==> src/rtl/msp430_prog_loader.sv <==
// Purpose: host-side program loader; parses sync/count/address/data/checksum frames and writes 16-bit words to imem.
// Latency: the write strobe fires the cycle after the high data byte is accepted; status follows the checksum byte by one cycle.
// Backpressure: Byte_ready stays high in every receive state (one byte per cycle) and drops only in DONE/ERR until Clr.
module msp430_prog_loader #(
    parameter int unsigned ADDR_W      = 16,
    parameter int unsigned MAX_WORDS   = 1024,
    parameter int unsigned TIMEOUT_CYC = 65535
) (
    input  logic              Clk,
    input  logic              Rst,
    input  logic [7:0]        Byte_in,
    input  logic              Byte_valid,
    output logic              Byte_ready,
    input  logic              Clr,
    output logic [ADDR_W-1:0] Mem_addr,
    output logic [15:0]       Mem_data,
    output logic              Mem_wr_en,
    output logic              Load_en,
    output logic              Done,
    output logic              Error
);

    localparam logic [7:0]       SYNC_BYTE = 8'hA5;
    localparam int unsigned      TMO_W     = $clog2(TIMEOUT_CYC + 1);
    localparam logic [TMO_W-1:0] TMO_LAST  = TMO_W'(TIMEOUT_CYC - 1);

    typedef enum logic [3:0] {
        ST_IDLE,
        ST_CNT_LO,
        ST_CNT_HI,
        ST_ADR_LO,
        ST_ADR_HI,
        ST_DAT_LO,
        ST_DAT_HI,
        ST_CHK,
        ST_DONE,
        ST_ERR
    } state_t;

    state_t            state_q,     state_d;
    logic [7:0]        cnt_lo_q,    cnt_lo_d;
    logic [15:0]       remaining_q, remaining_d;
    logic [7:0]        adr_lo_q,    adr_lo_d;
    logic [ADDR_W-1:0] addr_q,      addr_d;
    logic [7:0]        dat_lo_q,    dat_lo_d;
    logic [15:0]       mem_data_q,  mem_data_d;
    logic              wr_en_q,     wr_en_d;
    logic [7:0]        chk_q,       chk_d;
    logic [TMO_W-1:0]  tmo_q,       tmo_d;

    logic accept;
    logic in_frame;

    assign in_frame   = (state_q != ST_IDLE) && (state_q != ST_DONE) && (state_q != ST_ERR);
    assign Byte_ready = (state_q != ST_DONE) && (state_q != ST_ERR);
    assign accept     = Byte_valid && Byte_ready;

    assign Mem_addr  = addr_q;
    assign Mem_data  = mem_data_q;
    assign Mem_wr_en = wr_en_q;
    assign Load_en   = (state_q != ST_DONE);
    assign Done      = (state_q == ST_DONE);
    assign Error     = (state_q == ST_ERR);

    // Frame parser: next state, field capture, running XOR, idle timeout and write strobe.
    always_comb begin
        state_d     = state_q;
        cnt_lo_d    = cnt_lo_q;
        remaining_d = remaining_q;
        adr_lo_d    = adr_lo_q;
        addr_d      = addr_q;
        dat_lo_d    = dat_lo_q;
        mem_data_d  = mem_data_q;
        wr_en_d     = 1'b0;
        chk_d       = chk_q;
        tmo_d       = tmo_q;

        // Address advances once the write it belongs to has been presented.
        if (wr_en_q) begin
            addr_d = addr_q + ADDR_W'(1);
        end

        if (Clr) begin
            // Abort or release: back to IDLE; words already written stay in memory.
            state_d = ST_IDLE;
            chk_d   = '0;
            tmo_d   = '0;
        end else if (accept) begin
            // An accepted byte always beats a timeout expiring in the same cycle.
            tmo_d = '0;
            case (state_q)
                ST_IDLE: begin
                    if (Byte_in == SYNC_BYTE) begin
                        state_d = ST_CNT_LO;
                    end
                end
                ST_CNT_LO: begin
                    cnt_lo_d = Byte_in;
                    chk_d    = chk_q ^ Byte_in;
                    state_d  = ST_CNT_HI;
                end
                ST_CNT_HI: begin
                    remaining_d = {Byte_in, cnt_lo_q};
                    chk_d       = chk_q ^ Byte_in;
                    state_d     = (32'({Byte_in, cnt_lo_q}) > MAX_WORDS) ? ST_ERR : ST_ADR_LO;
                end
                ST_ADR_LO: begin
                    adr_lo_d = Byte_in;
                    chk_d    = chk_q ^ Byte_in;
                    state_d  = ST_ADR_HI;
                end
                ST_ADR_HI: begin
                    addr_d  = ADDR_W'({Byte_in, adr_lo_q});
                    chk_d   = chk_q ^ Byte_in;
                    state_d = (remaining_q == 16'd0) ? ST_CHK : ST_DAT_LO;
                end
                ST_DAT_LO: begin
                    dat_lo_d = Byte_in;
                    chk_d    = chk_q ^ Byte_in;
                    state_d  = ST_DAT_HI;
                end
                ST_DAT_HI: begin
                    mem_data_d  = {Byte_in, dat_lo_q};
                    wr_en_d     = 1'b1;
                    chk_d       = chk_q ^ Byte_in;
                    remaining_d = remaining_q - 16'd1;
                    state_d     = (remaining_q == 16'd1) ? ST_CHK : ST_DAT_LO;
                end
                ST_CHK: begin
                    state_d = (Byte_in == chk_q) ? ST_DONE : ST_ERR;
                end
                default: begin
                end
            endcase
        end else if (in_frame) begin
            // Mid-frame silence: give up once the idle budget is used.
            if (tmo_q == TMO_LAST) begin
                state_d = ST_ERR;
                tmo_d   = '0;
            end else begin
                tmo_d = tmo_q + TMO_W'(1);
            end
        end
    end

    // State and datapath registers; reset also kills any pending write strobe.
    always_ff @(posedge Clk or negedge Rst) begin
        if (!Rst) begin
            state_q     <= ST_IDLE;
            cnt_lo_q    <= '0;
            remaining_q <= '0;
            adr_lo_q    <= '0;
            addr_q      <= '0;
            dat_lo_q    <= '0;
            mem_data_q  <= '0;
            wr_en_q     <= 1'b0;
            chk_q       <= '0;
            tmo_q       <= '0;
        end else begin
            state_q     <= state_d;
            cnt_lo_q    <= cnt_lo_d;
            remaining_q <= remaining_d;
            adr_lo_q    <= adr_lo_d;
            addr_q      <= addr_d;
            dat_lo_q    <= dat_lo_d;
            mem_data_q  <= mem_data_d;
            wr_en_q     <= wr_en_d;
            chk_q       <= chk_d;
            tmo_q       <= tmo_d;
        end
    end

endmodule

==> config.mk <==
export PLATFORM = sky130hd
export DESIGN_NAME = msp430_prog_loader
export DESIGN_NICKNAME = d
export VERILOG_FILES = /design/src/rtl/msp430_prog_loader.sv
export SDC_FILE = /design/constraint.sdc
export NUM_CORES = 1
export LEC_CHECK = 0
export BUFFER_PORTS_ARGS = -buffer_cell sky130_fd_sc_hd__buf_2
export CAP_MARGIN = 25
export CORE_MARGIN = 2
export CORE_UTILIZATION = 41
export CTS_CLUSTER_SIZE = 16
export DETAILED_ROUTE_END_ITERATION = 7
export GPL_TIMING_DRIVEN = 0
export SLEW_MARGIN = 15
export SYNTH_ARGS = -nofsm -noshare
export SYNTH_HDL_FRONTEND = slang
export SYNTH_SLANG_ARGS = --single-unit
==> constraint.sdc <==
create_clock -name Clk -period 2.05 [get_ports Clk]
set_clock_uncertainty 0.05 [all_clocks]
set_input_delay 0.41 -clock Clk [delete_from_list [all_inputs] [get_ports Clk]]
set_output_delay 0.41 -clock Clk [all_outputs]
set_load 0.02 [all_outputs]
## Yosys cells after proc, flatten, opt, wreduce, memory -nomap -nowiden

Cells that the tools add are included.

- Register bits: 101
- Memories kept: 0
- Bits in latches: 0
- Memory bits (read-only): 0
- RAM bits: 0

- Reductions and logical operators: 20
- Multiplexer cells: 25
- Magnitude comparators: 1
- Add/sub/neg operators: 3
- $mul: 0
- Bitwise logic cells: 2
- Div/mod/pow operators: 0
- Shifts and indexed selects: 0
- Eq/ne operators: 17

Operator list:

| operator | count |
|---|---|
| two-way mux 16 bit | 8 |
| adder 16 x 1 -> 16 bit (second input constant) | 2 |
| case mux 16 bit (2 select lines) | 1 |
| case mux 4 bit (8 select lines) | 1 |
| two-way mux 4 bit | 6 |
| two-way mux 8 bit | 3 |
| equality test 16 x 1 -> 1 bit (second input constant) | 1 |
| equality test 16 bit (second input constant) | 1 |
| equality test 4 x 3 -> 1 bit (second input constant) | 4 |
| > comparator 16 x 11 -> 1 bit (second input constant) | 1 |
| zero test 16 bit | 1 |
| subtractor 16 x 1 -> 16 bit (second input constant) | 1 |
| AND reduction 3 bit | 5 |
| != test 4 bit (second input constant) | 3 |
| != test 10 x 2 -> 1 bit (second input constant) | 1 |
| equality test 4 x 2 -> 1 bit (second input constant) | 2 |
| equality test 4 bit (second input constant) | 2 |
| equality test 8 bit | 1 |
| equality test 8 bit (second input constant) | 1 |
| bitwise XOR 8 bit | 1 |
| nonzero test 2 bit | 3 |
| nonzero test 3 bit | 2 |
| OR reduction 6 bit | 1 |
| equality test 4 x 1 -> 1 bit (second input constant) | 1 |
| other kinds (8) | 15 |

## Depth between registers and ports, before layout

Gate-level depths: netlist of the first run.

- Depth in word-level cells: 6
- Gate-level depth with buffers: 9

## Worst setup path after synthesis of the first run

Ideal clock, no wire load.

- Kind: register -> register
- Start point: register state_q[1]
- End point: register tmo_q[4]
- Slack: 11 ps
- Stages on the path, launching flop included: 7
- Library setup time: 87 ps
- Data arrival time: 1902 ps
- Path through: dfrtp_1 > nor2_4 > nand2_1 > a221o_1 > buf_2 > or4_1 > o211ai_1

- Word-level cells in the longest chain between the ends: 5
- Elaborated cells on any way between the ends: 10
- Classes of those cells: eq/ne (2); mux (2); reduce/logical (6)

Ends and longest elaborated chain:

| what | RTL line | RTL |
|---|---|---|
| start, declared | 40 | `state_t state_q, state_d;` |
| start signal, assigned | 160 | `state_q <= state_d;` |
| != test 4 bit | 55 | `assign Byte_ready = (state_q != ST_DONE) && (state_q != ST_ERR);` |
| logical AND 1 bit (*) | 55 |  |
| net Byte_ready | 13 | `output logic Byte_ready,` |
| logical AND 1 bit (*) | 56 | `assign accept = Byte_valid && Byte_ready;` |
| two-way mux 16 bit | 88 | `end else if (accept) begin` |
| two-way mux 16 bit | 83 | `if (Clr) begin` |
| end signal, assigned | 169 | `tmo_q <= tmo_d;` |
| end, declared | 49 | `logic [TMO_W-1:0] tmo_q, tmo_d;` |

Mark *: on every way through the listed nets, which the timed path passes. The rest lies on a longest branch.
A chain may end at the register's enable or synchronous reset.

## Final worst setup path of the first run

- Start point: register remaining_q[8]
- End point: register remaining_q[15]

- Word-level cells in the longest chain between the ends: 2

Ends and longest elaborated chain:

| what | RTL line | RTL |
|---|---|---|
| start, declared | 42 | `logic [15:0] remaining_q, remaining_d;` |
| start signal, assigned | 162 | `remaining_q <= remaining_d;` |
| subtractor 16 x 1 -> 16 bit | 126 | `remaining_d = remaining_q - 16'd1;` |
| case mux 16 bit (2 select lines) | 91 | `case (state_q)` |

No other way between the ends.

==> key figures, run 1 <==
Outcome
  – Status: finished, violations left
  – Failing checks: negative setup slack

Power
  – Final Power: 6.939 mW
  – Power per Cell Area: 1116 nW/um^2
  – Leakage: 2.829 nW
  – Cell Int Power: around 4.6 mW
  – Maximum vdd drop: 481.1 uV
  – Share of power burned in the clock network: approximately 30%
  – Psw: between 2 and 2.5 mW
  – Switching Fraction: between 30% and 40%
  – Seq pwr share: a little over two fifths
  – Combinational power share: 27.6%

Logic synthesis
  – Ys flop type: dfrtp_1
  – Seq/Total Area, Yosys: between 40% and 50%
  – Simple-gate share of the synthesized area: approximately 23%
  – Area share of xor/xnor cells in the synthesized design: 7.302%
  – Syn_nets: 562
  – Post-Syn Instances: 544
  – Synth async-reset ratio: 100.0%
  – Post-synthesis mux area share: 5.628%
  – Flops & latches, synth: 101
  – Syn Std Cell Area: between 5000 and 6000 um^2
  – Compound-Gate Fraction of Synth Area: a little over a tenth
  – Unique masters post-synth: 64
  – EDFF count, synth: 0
  – Post-synthesis adder-cell area fraction: 1.456%
  – Syn. warnings: 0
  – Synthesized area per cell: 9.481 um^2
  – Largest family of logic cells by synthesized area: simple AND/OR/NAND/NOR gates

Routing
  – WL final: 13.18 mm
  – DR DRC count: 0
  – Via count: between 4000 and 5000
  – Initial DRC Count: 270
  – Average wire per standard cell: 16.83 um
  – Via density: 5.400
  – Antenna Nets Post-Route: 0
  – DR pass1 iterations: 5

Finish
  – Layout cell share with drive strength beyond 1: a little under 20%
  – Area Growth Syn to Fin: 20.60%
  – Final-stage net count: between 600 and 700
  – N_diodes: 0

Global routing
  – Grt ovf: 0
  – Total GRT Usage: 20.55%
  – Vias in the first global route: roughly 4100
  – GR Util met3: 4.722%
  – Busiest grt layer: met2
  – Met2 GRT Util: 32.59%
  – Met1 GRT Util: 27.89%
  – Initial antenna violation count: 0
  – Largest net degree at the start of global routing: 75
  – First-pass GRT wire length: between 20 and 25 mm

CTS
  – CTS clk-pin slew, worst paths: 70 ps
  – H-tree levels: 3
  – CTS buffer count: 9
  – Longest Clk Path Bufs: 2
  – TritonCTS clock tree: done
  – Clk_lat worst skew: 350 ps
  – Root buffer cell: clkbuf_16
  – CTS Sinks: 101

Timing
  – Worst-margin pin slew: 758.8 ps
  – WHS: 380.3 ps
  – Final worst slack: -1.361 ps
  – Setup violations, final: 1
  – Fmax: 0.4875 GHz
  – Rel. slew slack: about half
  – Final clock period utilization by the worst path: 100.1%
  – Final Slew Violations: 0
  – Hold Fails Final Rpt: 0
  – Unrepaired setup endpoints after global routing: yes
  – Final min period: 2051 ps

Worst setup path
  – Critical path buffers and inverters: 0
  – CP max-delay cell: or4_4
  – Endpoint type of the worst setup path: flop
  – Cell Chain, Critical Path: or4_4 > or3_4 > or3_4 > o22ai_1 > a2bb2oi_1
  – CP delay by family, top: simple AND/OR/NAND/NOR gates
  – R2R Setup Slk: -1 ps
  – Startpoint Class: flop
  – Worst path max stage delay: 550 ps
  – Worst EP required: 2210 ps
  – Most frequent cell on the critical path: or3_4
  – Arrival time at the worst endpoint: 2220 ps
  – WS Path Type: reg2reg
  – Worst Path Max Fanout: 3

Floorplanning
  – Die W: 116.2 um
  – Core area: 12160 um^2
  – Chip height: approximately 120 um
  – Num ports: 49
  – Die area: ~13000 um^2
  – Initial core utilization: 42.41%
  – Row cnt: 40

Min path
  – Worst hold path type: in2reg

Job
  – Max Cap Viol: 0

Placement
  – Post-DP HPWL: around 8.6 mm
  – Pre-CTS setup slack: -430.0 ps
  – Port bufs: between 40 and 50
  – Global placer's final weighted congestion: 0.8812
worst paths after layout:
check                               startpoint  depth (start not counted)              end
worst max-delay path            remaining_q[8]                          5  remaining_q[15]
worst min-delay path                Byte_in[2]                          3     Mem_addr[10]
worst max register to register  remaining_q[8]                          5  remaining_q[15]
worst min register to register     Mem_data[5]                          2      Mem_data[5]
max in group asynchronous                  Rst                          3       state_q[1]
min in group asynchronous                  Rst                          2      cnt_lo_q[7]
sequential cells by signal, indices dropped and copies added (netlist names):
register	cells
remaining_q	16
cnt_lo_q	8
chk_q	8
adr_lo_q	8
Mem_addr	16
tmo_q	16
Mem_wr_en	1
Mem_data	16
state_q	4
dat_lo_q	8
synth_stat cells, drive strengths merged (4+ instances only):
cell type | number | area, um^2
xor2 | 29 | 254.0
or3 | 6 | 42.54
nor4 | 8 | 56.30
nand2 | 93 | 351.6
xnor2 | 14 | 122.6
o21ai | 18 | 90.08
ha | 6 | 75.07
buf | 9 | 48.79
nor2 | 60 | 235.2
dfrtp | 101 | 2527
clkbuf | 20 | 75.07
nand4 | 11 | 68.82
nor3b | 4 | 35.03
nand3 | 16 | 92.59
and3 | 4 | 25.02
a21o | 4 | 30.03
mux2 | 24 | 270.3
inv | 12 | 45.04
nor3 | 12 | 71.32
or4 | 5 | 41.29
and4 | 4 | 35.03
a211oi | 4 | 30.03
a21oi | 37 | 185.2
kinds of logic after synthesis:
logic type	after synthesis
AND/OR/NAND/NOR	238
flip-flops	101
XOR/XNOR	43
multiplexers	26
buffers and inverters	41
AO/OA/AOI/OAI	89
adder cells (fa/ha/maj)	6
per-stage QoR:
step | area, um^2 | TNS (ps) | std cells | utilization [%]
final | 6220 | -1.361 | 783 | 51.14
after global routing | 6220 | -162.6 | 783 | 51.14
after CTS | 6080 | 0 | 776 | 49.99
after detailed placement | 5612 | -13820 | 755 | 46.14
after global placement | 5578 | -72330 | 754 | 45.86
after floorplan | 5157 | 0 | 544 | -
repair_timing:
item	CTS	global route
hold buffers	1	0
gates resized for setup	13	26
buffers inserted	6	7
pin swaps	5	4
endpoints found under the hold margin	27	0
endpoints found under the setup margin	77	70
placed cells by master (no fill, tap or decap), types with 5 or more instances in the layout:
cell type	instances
dfrtp_1	97
nand2_1	91
nor2_1	57
buf_2	47
a21oi_1	36
xor2_1	29
mux2_1	17
clkbuf_1	16
nand3_1	14
xnor2_1	14
buf_4	14
nor3_1	11
nand4_1	11
inv_1	9
o21ai_1	9
o21ai_0	9
clkbuf_16	9
mux2_2	7
nor4_1	5
ha_1	5
layer usage:
layer  vias up  routed length (um)
met5         -                   0
met3        21                 580
li1       2020                   -
met4         0                 291
met2       104                6111
met1      2083                6192
power groups by stage:
stage / Combinational [mW] / Clock (mW) / Sequential [mW]
4_1_cts: 1.79 / 2.14 / 2.91
3_3_place_gp: 1.63 / 0 / 2.92
6_report: 1.92 / 2.08 / 2.94
5_1_grt: 2.11 / 2.21 / 3.01
3_5_place_dp: 1.67 / 0 / 2.94
2_1_floorplan: 1.11 / 0 / 2.95
worst min-delay path, delay by kind of cell:
kind,cells,cell delay (ps)
and+or+nand+nor,1,120
buffers and inverters,1,170
AOI/OAI and AO/OA,1,40
area by class of cell:
cell class	count	area [um^2]
inverters	12	48.80
fillers	1112	5942
clock inverters	4	120.1
multi-input cells	402	2566
plain buffers	28	135.1
clock buffers	11	242.7
flip-flops and latches	101	2532
well taps	168	210.2
repair buffers	57	364.1
(Power assumes the default switching activity.)
==> run 2: changes to the inputs <==
--- a/config.mk
+++ b/config.mk
@@ -7,11 +7,14 @@
 export LEC_CHECK = 0
 export BUFFER_PORTS_ARGS = -buffer_cell sky130_fd_sc_hd__buf_2
 export CAP_MARGIN = 25
+export CELL_PAD_IN_SITES_DETAIL_PLACEMENT = 1
+export CELL_PAD_IN_SITES_GLOBAL_PLACEMENT = 1
 export CORE_MARGIN = 2
 export CORE_UTILIZATION = 41
 export CTS_CLUSTER_SIZE = 16
 export DETAILED_ROUTE_END_ITERATION = 7
 export GPL_TIMING_DRIVEN = 0
+export PLACE_DENSITY_LB_ADDON = 0.1
 export SLEW_MARGIN = 15
 export SYNTH_ARGS = -nofsm -noshare
 export SYNTH_HDL_FRONTEND = slang
==> key figures, run 2 (synthesized netlist as in run 1, its figures left out) <==
Outcome
  – Status: finished, violations left
  – Failing checks: negative setup slack

Floorplanning
  – Core area: 12160 um^2
  – Die W: 116.2 um
  – Num ports: 49
  – Chip height: around 120 um
  – Row cnt: 40
  – Die area: roughly 13000 um^2
  – Initial core utilization: between 40% and 50%

CTS
  – CTS buffer count: 9
  – Root buffer cell: clkbuf_16
  – TritonCTS clock tree: done
  – CTS clk-pin slew, worst paths: 70 ps
  – Clk_lat worst skew: between 300 and 400 ps
  – CTS Sinks: ~100
  – Longest Clk Path Bufs: 2
  – H-tree levels: 3

Finish
  – Layout cell share with drive strength beyond 1: between 20% and 30%
  – Most frequent cells in the layout: dfrtp_1, nand2_1, nor2_1
  – Final-stage net count: 639
  – Commonest non-fill, non-tap cell in the layout: dfrtp_1
  – FF+latch area: 2534 um^2
  – Layout Cells excl Fill: 794
  – N_diodes: 0
  – Multi-input gate area: 2587 um^2
  – Area Growth Syn to Fin: 22.13%
  – Layout Utilization: about half
  – Design area: 6299 um^2
  – Fill cells: ~1400

Timing
  – Unrepaired setup endpoints after global routing: yes
  – Final worst slack: -24.51 ps
  – WHS: roughly 370 ps
  – Hold Fails Final Rpt: 0
  – Worst-margin pin slew: 777.7 ps
  – Setup violations, final: 1
  – Final min period: 2075 ps
  – Fmax: 0.4820 GHz
  – Final Slew Violations: 0
  – Setup TNS Final: -24.51 ps
  – Rel. slew slack: 48.15%
  – Final clock period utilization by the worst path: 101.2%

Global routing
  – Largest net degree at the start of global routing: 62
  – First-pass GRT wire length: between 20 and 25 mm
  – Total GRT Usage: 23.24%
  – Grt ovf: 0
  – Initial antenna violation count: 0
  – Vias in the first global route: between 4000 and 5000

Worst setup path
  – Startpoint Class: flop
  – Reg2Reg Depth: 5
  – Arrival time at the worst endpoint: 2250 ps
  – WS Path Type: reg2reg
  – Worst r2r src: remaining_q[8]
  – Reg2reg end: remaining_q[15]
  – Worst Path Max Fanout: 5
  – R2R Setup Slk: -20 ps
  – Worst EP required: 2230 ps
  – Endpoint type of the worst setup path: flop

Min path
  – Worst hold path type: in2reg
  – WHS Path Cells: 3
  – Hold worst-path end: Mem_data[15]
  – Hold_sp: Byte_in[7]

Power
  – Leakage: 2.907 nW
  – Cell Int Power: between 4 and 5 mW
  – Switching Fraction: 34.65%
  – Power per Cell Area: between 1000 and 1500 nW/um^2
  – Psw: 2.403 mW
  – Seq pwr share: 42.8%
  – Share of power burned in the clock network: between 20% and 30%
  – Combinational power share: approximately 29%
  – Maximum vdd drop: about 560 uV
  – Final Power: roughly 6.9 mW

Job
  – Max Cap Viol: 0

Routing
  – DR DRC count: 0
  – Initial DRC Count: 207
  – Via density: 5.552
  – Average wire per standard cell: 18.65 um
  – WL final: 14.81 mm
  – DR pass1 iterations: 4
  – Via count: 4408
  – Antenna Nets Post-Route: 0

Placement
  – Post-DP HPWL: 9.876 mm
  – Placed cells: 755
  – Cell Area, Placed: around 5600 um^2
  – Pre-CTS setup slack: -397.5 ps
  – Global placer's final weighted congestion: 0.8368
  – Port bufs: 42
==> run 2: cell types whose count changed in the layout (fill, tap and decap cells not counted), moves of 2 or more <==
cell and delta:
buf_4 +13, clkbuf_1 -6, clkbuf_2 +5, clkbuf_8 +3, buf_2 -2, bufinv_16 -2
==> run 2: area by class of cell <==
cell class	count	share of cell area, %
clock buffers	13	4.450
flip-flops and latches	101	40.23
plain buffers	28	2.324
clock inverters	3	1.033
repair buffers	67	6.774
well taps	168	3.337
multi-input cells	402	41.08
inverters	12	0.7747
==> run 2: timing repair <==
item,4_1_cts,5_1_grt
resized for setup,17,39
buffers inserted,7,16
gates cloned,0,0
hold buffers,1,0
endpoints found under the setup margin,79,75
pin swaps,5,8
hold endpoints to repair,40,0
==> run 2: worst max-delay path by stage <==
stage	from	endpoint	cells after the start
2_1_floorplan	state_q[1]	tmo_q[4]	6
6_report	remaining_q[8]	remaining_q[15]	5
3_5_place_dp	Byte_in[1]	state_q[3]	7
4_1_cts	state_q[3]	remaining_q[8]	7
5_1_grt	remaining_q[8]	remaining_q[15]	5
3_3_place_gp	Rst	Mem_data[5]	1
==> run 2: power groups by stage <==
stage	Combinational, mW	Clock (mW)	Sequential, mW
floorplan	1.11	0	2.95
global placement	1.66	0	2.94
detailed placement	1.72	0	2.98
CTS	1.85	2.01	2.95
global route	2.21	2.10	3.05
finish	2.00	1.96	2.97
==> run 2: critical path, cell delays in order, from the launching register on <==
cell and delay [ps]:
dfrtp_1 390, or4_4 570, or3_4 360, or3_4 350, o22ai_2 150, a2bb2oi_2 80
==> run 2: layer usage <==
metal,global-route usage (%),vias up,share of wire [%]
met5,0,-,0
met4,8.333,0,2.1
met3,5.553,19,3.4
met2,38.67,78,50
met1,29.74,2273,44
li1,-,2038,-
